**src/rtl/cmp_pkg.sv**
```systemverilog
// Shared definitions for the comparator-sharing controller: function codes,
// result codes and the controller state encoding.
package cmp_pkg;

    localparam logic [1:0] FUN_NOP = 2'd0;
    localparam logic [1:0] FUN_EQ  = 2'd1;
    localparam logic [1:0] FUN_GT  = 2'd2;
    localparam logic [1:0] FUN_LT  = 2'd3;

    localparam logic [1:0] RES_NONE = 2'd0;
    localparam logic [1:0] RES_EQ   = 2'd1;
    localparam logic [1:0] RES_GT   = 2'd2;
    localparam logic [1:0] RES_LT   = 2'd3;

    typedef enum logic [1:0] {
        IDLE  = 2'd0,
        ISSUE = 2'd1,
        WAIT  = 2'd2,
        RESP  = 2'd3
    } state_t;

    // Reference meaning of each function code, given the signed relation of A to B.
    function automatic logic [1:0] cmp_result(input logic [1:0] fun, input logic eq,
                                              input logic gt, input logic lt);
        logic [1:0] res;
        res = RES_NONE;
        case (fun)
            FUN_EQ:  res = eq ? RES_EQ : RES_NONE;
            FUN_GT:  res = gt ? RES_GT : RES_NONE;
            FUN_LT:  res = lt ? RES_LT : RES_NONE;
            default: res = RES_NONE;
        endcase
        return res;
    endfunction

endpackage

```
**src/rtl/rr_arbiter.sv**
```systemverilog
// Combinational round-robin arbiter: first requester after the last-grant
// pointer wins, searching upward with wrap-around.
module rr_arbiter #(
    parameter int NREQ = 4,
    parameter int IDW  = 2
) (
    input  logic [NREQ-1:0] req,
    input  logic [IDW-1:0]  ptr,
    input  logic            en,
    output logic [NREQ-1:0] grant,
    output logic [IDW-1:0]  grant_idx
);

    logic [IDW-1:0] cand;
    logic           found;

    always_comb begin
        grant     = '0;
        grant_idx = '0;
        found     = 1'b0;
        cand      = ptr;
        for (int i = 0; i < NREQ; i++) begin
            if (cand == IDW'(NREQ - 1)) begin
                cand = '0;
            end else begin
                cand = cand + 1'b1;
            end
            if (!found && req[cand]) begin
                found     = 1'b1;
                grant_idx = cand;
            end
        end
        if (en && found) begin
            grant[grant_idx] = 1'b1;
        end
    end

endmodule

```
**src/rtl/cmp_share_ctrl.sv**
```systemverilog
// Shares one registered signed comparator among NREQ requesters: arbitrate,
// issue a one-cycle enable, wait for the flag (with watchdog), return the result.
module cmp_share_ctrl
    import cmp_pkg::*;
#(
    parameter int NREQ = 4,
    parameter int DW   = 16,
    parameter int IDW  = 2,
    parameter int TMO  = 8
) (
    input  logic             CLK,
    input  logic             RST,
    input  logic [NREQ-1:0]  REQ_VALID,
    output logic [NREQ-1:0]  REQ_READY,
    input  logic [NREQ*DW-1:0] REQ_A,
    input  logic [NREQ*DW-1:0] REQ_B,
    input  logic [NREQ*2-1:0]  REQ_FUN,
    output logic [DW-1:0]    CMP_A,
    output logic [DW-1:0]    CMP_B,
    output logic [1:0]       CMP_FUN,
    output logic             CMP_EN,
    input  logic [1:0]       CMP_OUT,
    input  logic             CMP_FLAG,
    output logic             RSP_VALID,
    input  logic             RSP_READY,
    output logic [IDW-1:0]   RSP_ID,
    output logic [1:0]       RSP_OUT,
    output logic             RSP_ERR
);

    localparam int CW = $clog2(TMO);

    state_t          state;
    state_t          nstate;
    logic [IDW-1:0]  ptr;
    logic [NREQ-1:0] grant;
    logic [IDW-1:0]  gidx;
    logic            arb_en;
    logic [DW-1:0]   op_a;
    logic [DW-1:0]   op_b;
    logic [1:0]      op_fun;
    logic [IDW-1:0]  op_id;
    logic [CW-1:0]   wd_cnt;
    logic            wd_expired;
    logic            rsp_valid_q;
    logic [IDW-1:0]  rsp_id_q;
    logic [1:0]      rsp_out_q;
    logic            rsp_err_q;

    rr_arbiter #(
        .NREQ (NREQ),
        .IDW  (IDW)
    ) u_arb (
        .req       (REQ_VALID),
        .ptr       (ptr),
        .en        (arb_en),
        .grant     (grant),
        .grant_idx (gidx)
    );

    assign wd_expired = (wd_cnt == CW'(TMO - 1));
    assign REQ_READY  = grant;
    assign CMP_A      = op_a;
    assign CMP_B      = op_b;
    assign CMP_FUN    = op_fun;
    assign RSP_VALID  = rsp_valid_q;
    assign RSP_ID     = rsp_id_q;
    assign RSP_OUT    = rsp_out_q;
    assign RSP_ERR    = rsp_err_q;

    always_ff @(posedge CLK or negedge RST) begin
        if (!RST) begin
            state <= IDLE;
        end else begin
            state <= nstate;
        end
    end

    // Arbitration is gated by RST so no grant can leak out while reset is held.
    always_comb begin
        nstate = state;
        arb_en = 1'b0;
        CMP_EN = 1'b0;
        case (state)
            IDLE: begin
                arb_en = RST;
                if (|grant) begin
                    nstate = ISSUE;
                end
            end
            ISSUE: begin
                CMP_EN = 1'b1;
                nstate = WAIT;
            end
            WAIT: begin
                if (CMP_FLAG || wd_expired) begin
                    nstate = RESP;
                end
            end
            RESP: begin
                if (RSP_READY) begin
                    nstate = IDLE;
                end
            end
            default: nstate = IDLE;
        endcase
    end

    always_ff @(posedge CLK or negedge RST) begin
        if (!RST) begin
            ptr         <= IDW'(NREQ - 1);
            op_a        <= '0;
            op_b        <= '0;
            op_fun      <= FUN_NOP;
            op_id       <= '0;
            wd_cnt      <= '0;
            rsp_valid_q <= 1'b0;
            rsp_id_q    <= '0;
            rsp_out_q   <= RES_NONE;
            rsp_err_q   <= 1'b0;
        end else begin
            case (state)
                IDLE: begin
                    if (|grant) begin
                        op_a   <= REQ_A[int'(gidx)*DW +: DW];
                        op_b   <= REQ_B[int'(gidx)*DW +: DW];
                        op_fun <= REQ_FUN[int'(gidx)*2 +: 2];
                        op_id  <= gidx;
                        ptr    <= gidx;
                    end
                end
                ISSUE: begin
                    wd_cnt <= '0;
                end
                // A flag arriving on the watchdog's last cycle still wins.
                WAIT: begin
                    if (CMP_FLAG) begin
                        rsp_out_q   <= CMP_OUT;
                        rsp_err_q   <= 1'b0;
                        rsp_id_q    <= op_id;
                        rsp_valid_q <= 1'b1;
                    end else if (wd_expired) begin
                        rsp_out_q   <= RES_NONE;
                        rsp_err_q   <= 1'b1;
                        rsp_id_q    <= op_id;
                        rsp_valid_q <= 1'b1;
                    end else begin
                        wd_cnt <= wd_cnt + 1'b1;
                    end
                end
                RESP: begin
                    if (RSP_READY) begin
                        rsp_valid_q <= 1'b0;
                    end
                end
                default: ;
            endcase
        end
    end

endmodule

```
**config.mk**
```make
export PLATFORM = sky130hd
export DESIGN_NAME = cmp_share_ctrl
export DESIGN_NICKNAME = d
export VERILOG_FILES = /design/src/rtl/cmp_pkg.sv /design/src/rtl/rr_arbiter.sv /design/src/rtl/cmp_share_ctrl.sv
export SDC_FILE = /design/constraint.sdc
export NUM_CORES = 1
export LEC_CHECK = 0
export ABC_AREA = 1
export ABC_CLOCK_PERIOD_IN_PS = 7400
export CORE_UTILIZATION = 35
export CTS_BUF_LIST = sky130_fd_sc_hd__clkbuf_4 sky130_fd_sc_hd__clkbuf_8
export DETAILED_ROUTE_END_ITERATION = 6
export PLACE_DENSITY_LB_ADDON = 0.05
export SLEW_MARGIN = 25
export SYNTH_ARGS = -nofsm -noshare
export SYNTH_HDL_FRONTEND = slang
export SYNTH_SLANG_ARGS = --single-unit
```
**constraint.sdc**
```tcl
create_clock -name CLK -period 7.4 [get_ports CLK]
set_clock_uncertainty 0.05 [all_clocks]
set_input_delay 1.11 -clock CLK [delete_from_list [all_inputs] [get_ports CLK]]
set_output_delay 1.11 -clock CLK [all_outputs]
set_load 0.02 [all_outputs]
```
==> reports/metrics.yaml, run 1 <==
drtIter0Drc: 224
vias: 4114
synth_top_area_cell: "dfrtp_1"
cp.required_ns: 6.24
reg2reg_slack_ns: 4.11
met1_usage_pct: 28.2
synth.cell_area_um2: 3780
cp.arrival_ns: 4.22
ys_warn_count: 0
r2r_cells: 14
synthAdderAreaFrac_pct: 2.65
synthCells: 560
cap_violations: 0
synth_edf_count: 0
insertion_delay_ns: 0.32
synth_top_cell_area_share_pct: 31.1
synthTopCellsByArea: "dfrtp_1, nand2_1, nand3_1, nor2_1, or2_2"
path_common_cell: "nand2_1"
slowest_delay_ns: 0.64
path_cells: "clkdlybuf4s50_1 > inv_1 > nand2_1 > nand2_1 > nand2_1 > nand2_4 > nand2_1 > nand2_1 > nand2_4 > nand2_8 > nor3_1 > clkdlybuf4s50_1"
crit_path_start_kind: "input port"
instances_no_fill: 866
io_buffers: 190
min_period_ns: 5.38
fin_crit_sh_pct: 72.7
worstPathMaxFanout: 71
wl_per_cell_um: 14.0
synthSimpleGateAreaFrac_pct: 52.3
hp-class: "reg -> reg"
rsz0062_at_grt: "no"
cts_setup_buffers: 0
hold_depth: 2
antenna_found_initial: 0
syn_area_per_cell_um2: 6.75
status: "finished clean"
grtUsageMet2_pct: 37.5
place.gp.congestion: 0.834
setup-violations-final: 0
cts_hold_buffers: 0
routed_wl_mm: 12.1
core_um2: 10400
area_growth_pct: 51.2
synth_top_family_by_area: "simple AND/OR/NAND/NOR gates"
synth_common_cells: "nand2_1, nand3_1, nor2_1"
initial_core_util_pct: 36.3
fmax_mhz: 186
synth.most_common_cell: "nand2_1"
r2r-start: "ptr[0]$_DFFE_PN1P_"
grt_pass1_vias: 4023
tns_ns: 0
synth-xor-area-share_pct: 0
layout-drive-gt1-share_pct: 9.86
endpoint_kind: "output pin"
async_reset_ff_share_pct: 100
cts_resized: 0
synth_compound_area_share_pct: 3.61
gr-usage-met3_pct: 4.54
synth_seq_cells: 49
dp_cells: 858
track_usage_pct: 22.0
fp-row-count: 37
final_nets: 883
synth-seq-area-share_pct: 32.5
final_hold_viol_count: 0
root_buffer: "clkbuf_8"
maxSlewHeadroom_pct: 45.7
io_pins: 191
clockBufferDepth: 2
yosys-mux-area-fraction_pct: 0
max-vdd-ir-drop_mv: 0.304
worstHoldStart: "ptr[1]$_DFFE_PN1P_"
critical-path-slowest-cell: "clkdlybuf4s50_1"
detail-route-antenna-nets: 0
vias_per_cell: 4.75
synth_cell_types: 31
clkTransAtPathRegs_ns: 0.11
cts_max_level: 2
syn-num-nets: 714
synthFlopType: "dfrtp_1"
diodes: 0
leakagePower_nw: 2.70
dieArea_um2: 11200
detailedRoute.firstPassIterationCount: 4
r2r-end: "CMP_FUN[0]$_DFFE_PN0P_"
grt_max_degree: 72
drv_slew: 0
dp_hpwl_mm: 8.65
min_to: "ptr[1]$_DFFE_PN1P_"
cts_num_sinks: 49
die_w_um: 106
busiest_layer: "met2"
pwr_density_cell_nw_per_um2: 449
drc: 0
grt_pass1_wl_mm: 19.7
worstSetupPathType: "in -> out"
die_h_um: 106
numCtsBuffers: 5
tightest_slew_ns: 0.815
cts_tree: "built"
overflow: 0
-- cell usage in the layout, fill, tap and decap left out, types with 7 or more instances in the layout --
master | Yosys | final
or2_2 | 24 | 24
nand2_2 | 8 | 8
or2_0 | 7 | 7
dfrtp_1 | 47 | 47
ha_1 | 8 | 8
nand3_2 | 10 | 10
nor2_1 | 72 | 72
o21ai_0 | 14 | 14
inv_1 | 21 | 21
clkdlybuf4s50_1 | 0 | 189
nand3_1 | 93 | 93
nand2_1 | 192 | 192
-- worst max-delay path by stage --
stage                 startpoint            to  slack (ns)  cells after the start
floorplan           REQ_VALID[0]  REQ_READY[0]        3.84                     11
global placement    REQ_VALID[0]  REQ_READY[0]        2.06                     12
detailed placement  REQ_VALID[0]  REQ_READY[0]        2.02                     12
CTS                 REQ_VALID[0]  REQ_READY[0]        2.01                     12
global route        REQ_VALID[0]  REQ_READY[0]        1.79                     12
finish              REQ_VALID[0]  REQ_READY[0]        2.02                     12
-- state kept, by name, summed over array words and instances, names as in the netlist --
signal	cells
RSP_OUT	2
RSP_ID	2
state	2
wd_cnt	3
CMP_FUN	2
RSP_VALID	1
CMP_A	16
CMP_B	16
op_id	2
RSP_ERR	1
ptr	2
-- metrics by stage --
stage / worst slack, ns / cell area (um^2) / hold WS (ns) / total power (W) / util [%]
global route: 1.79 / 5720 / 0.485 / 0.00283 / 54.9
finish: 2.02 / 5720 / 0.438 / 0.00257 / 54.9
detailed placement: 2.02 / 5620 / 0.423 / 0.00240 / 54.0
global placement: 2.06 / 5620 / 0.413 / 0.00239 / 54.0
CTS: 2.01 / 5720 / 0.440 / 0.00259 / 54.9
floorplan: 3.84 / 3780 / 0.399 / 0.00196 / -
-- logic make-up (layout without fill, tap and decap cells) --
| logic type | count (synthesis) | in the layout |
|---|---|---|
| DFF | 49 | 49 |
| buffers and inverters | 55 | 225 |
| and+or+nand+nor | 425 | 425 |
| AOI/OAI and AO/OA | 23 | 23 |
| adders and majority gates | 8 | 8 |
-- critical path: cells and delay by family --
| family | cells | cell delay, ns |
|---|---|---|
| buffers and inverters | 3 | 1.22 |
| AND/OR/NAND/NOR | 9 | 1.84 |
-- report_power, final --
group          switching (W)  leakage (nW)  internal (W)
clock network       0.000109        0.0452     0.0000693
registers          0.0000680         0.564      0.000408
logic                0.00120          2.09      0.000713
-- cell type report --
| cell class | instances | area, um^2 |
|---|---|---|
| Multi-Input combinational cell | 456 | 2210 |
| Sequential cell | 49 | 1230 |
| Clock inverter | 3 | 25.0 |
| Timing Repair Buffer | 194 | 1930 |
| Tap cell | 136 | 170 |
| Clock buffer | 5 | 68.8 |
| Inverter | 23 | 86.3 |
| Fill cell | 972 | 4700 |
-- metal layers --
layer	wire, um	vias to the layer above
met5	0	-
met1	5370	1845
met3	802	11
li1	-	2113
met4	155	0
met2	5780	145
(Power assumes the default switching activity.)
==> inputs of run 2 (changes only) <==
--- a/config.mk
+++ b/config.mk
@@ -6,7 +6,7 @@
 export NUM_CORES = 1
 export LEC_CHECK = 0
 export ABC_AREA = 1
-export ABC_CLOCK_PERIOD_IN_PS = 7400
+export ABC_CLOCK_PERIOD_IN_PS = 4570
 export CORE_UTILIZATION = 35
 export CTS_BUF_LIST = sky130_fd_sc_hd__clkbuf_4 sky130_fd_sc_hd__clkbuf_8
 export DETAILED_ROUTE_END_ITERATION = 6
==> constraint.sdc (replaced) <==
create_clock -name CLK -period 4.57 [get_ports CLK]
set_clock_uncertainty 0.05 [all_clocks]
set_input_delay 0.6855 -clock CLK [delete_from_list [all_inputs] [get_ports CLK]]
set_output_delay 0.6855 -clock CLK [all_outputs]
set_load 0.02 [all_outputs]
==> run 2 against run 1 <==
First-iteration DRC count rose by 22%; final area barely moved; combinational power rose by 63%; die area did not move; count of clock-buffer cells in the layout did not move; worst hold slack improved by 0.0018 ns; via count rose by 2.5%; sequential cell count did not move; power rose by 62%; critical endpoint is now REQ_READY[3]; largest cell class unchanged; largest power group unchanged; highest routed layer unchanged.
==> reports/metrics.yaml, run 2 (synthesis gave the netlist of run 1 again) <==
fillers: 1017  # +4.6%
min_to: "ptr[1]$_DFFE_PN1P_"
dieArea_um2: 11200  # unchanged
vias_per_cell: 4.86  # +2.3%
drtIter0Drc: 274  # +22%
cts_num_sinks: 49  # unchanged
track_usage_pct: 21.5  # -0.46 points
status: "finished clean"
max-vdd-ir-drop_mv: 0.414  # +36%
layout-drive-gt1-share_pct: 9.99  # +0.12 points
detailedRoute.firstPassIterationCount: 4  # unchanged
cp.arrival_ns: 3.33  # -0.89 ns
routed_wl_mm: 12.2  # +0.76%
swShare_pct: 53.4  # -0.24 points
clkTransAtPathRegs_ns: 0.09  # -0.02 ns
min_period_ns: 4.07
io_buffers: 190  # unchanged
multi_input_comb_area_um2: 2210  # unchanged
r2r_cells: 13  # -1
detail-route-antenna-nets: 0  # unchanged
final_cell_mix: "nand2_1, clkdlybuf4s50_1, nand3_1"
setup-violations-final: 0  # unchanged
internal-power_w: 0.00193  # +63%
cts_max_level: 2  # unchanged
area_growth_pct: 51.3  # about the same
die_h_um: 106  # unchanged
seqCellArea_um2: 1230  # unchanged
tns_ns: 0  # unchanged
crit_path_start_kind: "flop"
power.switching_w: 0.00222  # +61%
insertion_delay_ns: 0.30  # -0.02 ns
rsz0062_at_grt: "no"
fin_crit_sh_pct: 89.0
path_buf_inv: 2  # -1
diodes: 0  # unchanged
dp_hpwl_mm: 8.74  # +1.0%
final_hold_viol_count: 0  # unchanged
sequentialPowerShare_pct: 18.7  # +0.2 points
cpLargestDelayFamily: "simple AND/OR/NAND/NOR gates"
leakagePower_nw: 2.70  # +0.15%
grt_max_degree: 72  # unchanged
cap_violations: 0  # unchanged
worstHoldStart: "ptr[1]$_DFFE_PN1P_"
endpoint_kind: "output pin"
final_nets: 884  # +0.11%
tightest_slew_ns: 0.793  # -0.0219 ns
hold_depth: 2  # unchanged
fp-row-count: 37  # unchanged
maxSlewHeadroom_pct: 47.1  # +1.5 points
layout_commonest_cell: "nand2_1"
grt_pass1_wl_mm: 19.5  # -0.84%
core_um2: 10400  # unchanged
numCtsBuffers: 5  # unchanged
clockBufferDepth: 2  # unchanged
die_w_um: 106  # unchanged
drc: 0  # unchanged
reg2reg_slack_ns: 1.52  # -2.59 ns
place.gp.congestion: 0.884  # +6.0%
critical-path-slowest-cell: "clkdlybuf4s50_1"
r2r-end: "CMP_A[3]$_DFFE_PN0P_"
drv_slew: 0  # unchanged
overflow: 0  # unchanged
slowest_delay_ns: 0.65  # about the same
path_cells: "ha_1 > inv_2 > nand2_4 > nand2_1 > nand2_1 > nand2_1 > nand2_4 > nor2_2 > nor2_2 > nand2_4 > a21oi_1 > clkdlybuf4s50_1"
vias: 4215  # +2.5%
clkPwrFrac_pct: 6.5  # -0.4 points
worstPathMaxFanout: 36  # -49%
worstSetupPathType: "reg -> out"
root_buffer: "clkbuf_8"
cts_tree: "built"
pwr_density_cell_nw_per_um2: 726  # +62%
wl_per_cell_um: 14.1  # +0.64%
fin_util_pct: 54.9  # about the same
antenna_found_initial: 0  # unchanged
cp.required_ns: 3.83  # -2.41 ns
cts_setup_buffers: 0  # unchanged
combinationalPowerShare_pct: 74.9  # +0.4 points
grt_pass1_vias: 4084  # +1.5%
io_pins: 191  # unchanged
fmax_mhz: 246
hp-class: "reg -> reg"
initial_core_util_pct: 36.3  # unchanged
cts_resized: 0  # unchanged
cts_hold_buffers: 0  # unchanged
r2r-start: "ptr[0]$_DFFE_PN1P_"
-- run 2: cell types whose count changed in the layout (fill, tap and decap cells not counted), sizes merged --
| cell | change |
|---|---|
| inv | -1 |
| buf | +1 |
| clkinv | +1 |
-- run 2: power by group through the flow --
stage | registers [W] | clock network [W] | logic [W]
final | 0.000776 | 0.000268 | 0.00311
after floorplan | 0.000980 | 0 | 0.00219
after detailed placement | 0.000781 | 0 | 0.00312
after global routing | 0.000805 | 0.000298 | 0.00347
after CTS | 0.000777 | 0.000281 | 0.00313
after global placement | 0.000775 | 0 | 0.00307
-- run 2: per-stage QoR --
stage / power, W / cell area (um^2) / cells / hold slack, ns / worst slack [ns]
after floorplan: 0.00317 / 3780 / 560 / 0.340 / 1.59
after global placement: 0.00384 / 5630 / 859 / 0.422 / 0.758
after detailed placement: 0.00390 / 5630 / 859 / 0.430 / 0.620
after CTS: 0.00419 / 5720 / 867 / 0.447 / 0.454
after global routing: 0.00457 / 5720 / 867 / 0.460 / 0.298
final: 0.00415 / 5720 / 867 / 0.440 / 0.502
-- run 2: final cells by class --
type	instances	area share, %
clock buffers	5	1.20
clock inverters	3	0.372
inverters	23	1.51
multi-input cells	456	38.7
flip-flops and latches	49	21.5
well taps	136	2.97
repair buffers	195	33.8
-- run 2: worst reg2reg max path: stages (launching register included) --
cell,delay [ns]
dfstp_2,0.60
ha_1,0.27
inv_1,0.15
nand2_1,0.09
nand2_1,0.10
nand2_1,0.12
nand2_4,0.08
nand4_1,0.11
nand3_2,0.15
nor2_2,0.59
buf_4,0.37
inv_1,0.11
nor2_1,0.12
nor2_1,0.06
-- run 2: per-layer routing --
layer,global-route usage [%],share of wire (%),vias to the layer above
li1,-,-,2113
met3,4.72,7.9,16
met1,27.2,42,1911
met5,0,0,-
met2,37.4,48,175
met4,4.96,1.4,0
-- run 2: worst max-delay path by stage --
stage,start,end,slack [ns],depth (start not counted)
final,ptr[0]$_DFFE_PN1P_,REQ_READY[3],0.50,12
after global routing,ptr[0]$_DFFE_PN1P_,REQ_READY[3],0.30,12
after CTS,ptr[0]$_DFFE_PN1P_,REQ_READY[3],0.45,12
after detailed placement,REQ_VALID[0],REQ_READY[3],0.62,12
after global placement,REQ_VALID[0],REQ_READY[3],0.76,12
after floorplan,ptr[0]$_DFFE_PN1P_,REQ_READY[0],1.59,13
==> inputs of run 3 (changes only) <==
--- a/config.mk
+++ b/config.mk
@@ -7,7 +7,7 @@
 export LEC_CHECK = 0
 export ABC_AREA = 1
 export ABC_CLOCK_PERIOD_IN_PS = 4570
-export CORE_UTILIZATION = 35
+export CORE_UTILIZATION = 38
 export CTS_BUF_LIST = sky130_fd_sc_hd__clkbuf_4 sky130_fd_sc_hd__clkbuf_8
 export DETAILED_ROUTE_END_ITERATION = 6
 export PLACE_DENSITY_LB_ADDON = 0.05
==> run 3 against run 2 <==
Die area is 7.8% lower; first-iteration DRC count is 53% lower; final area increased by 0.96%; sequential cell count is the same; maximum frequency grew 3.0%; critical path type unchanged; highest routed layer unchanged.
==> reports/metrics.yaml, run 3 (synthesis gave the netlist of run 1 again) <==
fmax_mhz: 253  # +3.0%
fillers: 940  # -7.6%
leakagePower_nw: 2.73  # +1.2%
area_growth_pct: 52.8
vias_per_cell: 4.76  # -2.0%
overflow: 0  # unchanged
hp-class: "reg -> reg"
detailedRoute.firstPassIterationCount: 6  # +2
multi_input_comb_area_um2: 2210  # unchanged
drv_slew: 0  # unchanged
gr-usage-met3_pct: 4.76  # +0.041 points
fin_crit_sh_pct: 86.4  # -2.6 points
power_w: 0.00425  # +2.4%
max-vdd-ir-drop_mv: 0.408  # -1.5%
crit_path_start_kind: "flop"
grt_pass1_wl_mm: 18.2  # -6.6%
insertion_delay_ns: 0.31  # about the same
dieArea_um2: 10400  # -7.8%
clockBufferDepth: 2  # unchanged
worstSetupPathType: "reg -> out"
power.switching_w: 0.00220  # -0.78%
min_period_ns: 3.95  # -0.118 ns
sequentialPowerShare_pct: 18.3  # -0.4 points
die_w_um: 102  # -4.0%
cts_max_level: 2  # unchanged
setup_ws_ns: 0.620  # +0.118 ns
vias: 4124  # -2.2%
worstPathMaxFanout: 71  # +97%
tns_ns: 0  # unchanged
grtUsageMet2_pct: 40.7  # +3.4 points
internal-power_w: 0.00205  # +6.0%
core_um2: 9730  # -6.6%
slowest_delay_ns: 0.61  # -0.04 ns
final_nets: 886  # +0.23%
cts_hold_buffers: 0  # unchanged
drtIter0Drc: 129  # -53%
routed_wl_mm: 11.9  # -2.7%
root_buffer: "clkbuf_8"
fin_hold_ws_ns: 0.442  # +0.00157 ns
status: "finished clean"
tightest_slew_ns: 0.743  # -0.0494 ns
rsz0062_at_grt: "no"
place.gp.congestion: 0.817  # -7.6%
combinationalPowerShare_pct: 73.0  # -1.9 points
critical-path-slowest-cell: "clkdlybuf4s50_1"
cpLargestDelayFamily: "simple AND/OR/NAND/NOR gates"
setup-violations-final: 0  # unchanged
diodes: 0  # unchanged
cp.arrival_ns: 3.21  # -0.12 ns
maxSlewHeadroom_pct: 50.4  # +3.3 points
cp.required_ns: 3.83  # about the same
wl_per_cell_um: 13.7  # -2.6%
seqCellArea_um2: 1230  # unchanged
busiest_layer: "met2"
numCtsBuffers: 5  # unchanged
cts_resized: 0  # unchanged
clkTransAtPathRegs_ns: 0.09  # about the same
pwr_density_cell_nw_per_um2: 736  # +1.4%
path_buf_inv: 2  # unchanged
die_h_um: 102  # -4.0%
met1_usage_pct: 27.5  # +0.25 points
path_cells: "ha_1 > inv_1 > nand2_1 > nand2_1 > nand2_1 > nand2_4 > nand2_1 > nand2_1 > nand2_4 > nand2_8 > nand2_1 > nor2_1 > clkdlybuf4s50_1"
dp_slack_ns: 0.808  # +0.188 ns
clkPwrFrac_pct: 8.7  # +2.2 points
drc: 0  # unchanged
path_common_cell: "nand2_1"
cts_num_sinks: 49  # unchanged
antenna_found_initial: 0  # unchanged
dp_hpwl_mm: 8.69  # -0.54%
fp-row-count: 36  # -2.7%
track_usage_pct: 22.7  # +1.2 points
initial_core_util_pct: 38.9  # +2.6 points
swShare_pct: 51.8  # -1.6 points
final_cell_mix: "nand2_1, clkdlybuf4s50_1, nand3_1"
endpoint_kind: "output pin"
layout-drive-gt1-share_pct: 10.2  # +0.25 points
cap_violations: 0  # unchanged
layout_commonest_cell: "nand2_1"
final_hold_viol_count: 0  # unchanged
cts_setup_buffers: 0  # unchanged
cts_tree: "built"
io_pins: 191  # unchanged
grt_pass1_vias: 3832  # -6.2%
grt_max_degree: 72  # unchanged
detail-route-antenna-nets: 0  # unchanged
io_buffers: 190  # unchanged
-- run 3: cell count changes in the layout (fill, tap and decap cells not counted) --
cell and delta:
buf_4 +2, bufinv_16 +2, clkinvlp_4 -1, inv_6 -1
-- run 3: per-stage QoR --
stage	instances	instance area, um^2	util [%]
after floorplan	560	3780	-
after global placement	858	5640	58.0
after detailed placement	858	5640	58.0
after CTS	866	5780	59.4
after global routing	866	5780	59.4
final	866	5780	59.4
-- run 3: layout make-up --
| cell class | count | area share (%) |
|---|---|---|
| tap | 133 | 2.88 |
| clock buffer | 5 | 1.19 |
| sequential | 49 | 21.3 |
| inverter | 23 | 1.49 |
| clock inverter | 3 | 1.13 |
| timing repair buffer | 197 | 33.7 |
| multi-input combinational | 456 | 38.3 |
-- run 3: tightest hold or removal path: stages (launching register included) --
cell     delay, ns
dfstp_2       0.39
nand2_1       0.06
nand2_1       0.05
-- run 3: power groups by stage --
stage	Combinational (W)	Clock [W]	Sequential, W
after CTS	0.00314	0.000383	0.000781
after floorplan	0.00219	0	0.000980
after detailed placement	0.00313	0	0.000787
final	0.00310	0.000371	0.000778
after global routing	0.00347	0.000400	0.000805
after global placement	0.00309	0	0.000775
-- run 3: path summary, 6_finish.rpt --
path | start | to | slack (ns) | cells after the start
min in group asynchronous | RST | op_id[0]$_DFFE_PN0P_ | 0.46 | 2
worst min-delay path | ptr[1]$_DFFE_PN1P_ | ptr[1]$_DFFE_PN1P_ | 0.44 | 2
worst max-delay path | ptr[0]$_DFFE_PN1P_ | REQ_READY[1] | 0.62 | 13
max in group asynchronous | RST | CMP_A[9]$_DFFE_PN0P_ | 3.58 | 2
worst max register to register | ptr[0]$_DFFE_PN1P_ | CMP_A[3]$_DFFE_PN0P_ | 1.51 | 12
worst min register to register | ptr[1]$_DFFE_PN1P_ | ptr[1]$_DFFE_PN1P_ | 0.44 | 2
-- run 3: metal layers --
layer	part of all wire, %	wire length, um
met1	42	5010
met2	49	5790
met3	7.4	880
met4	1.6	189
met5	0	0
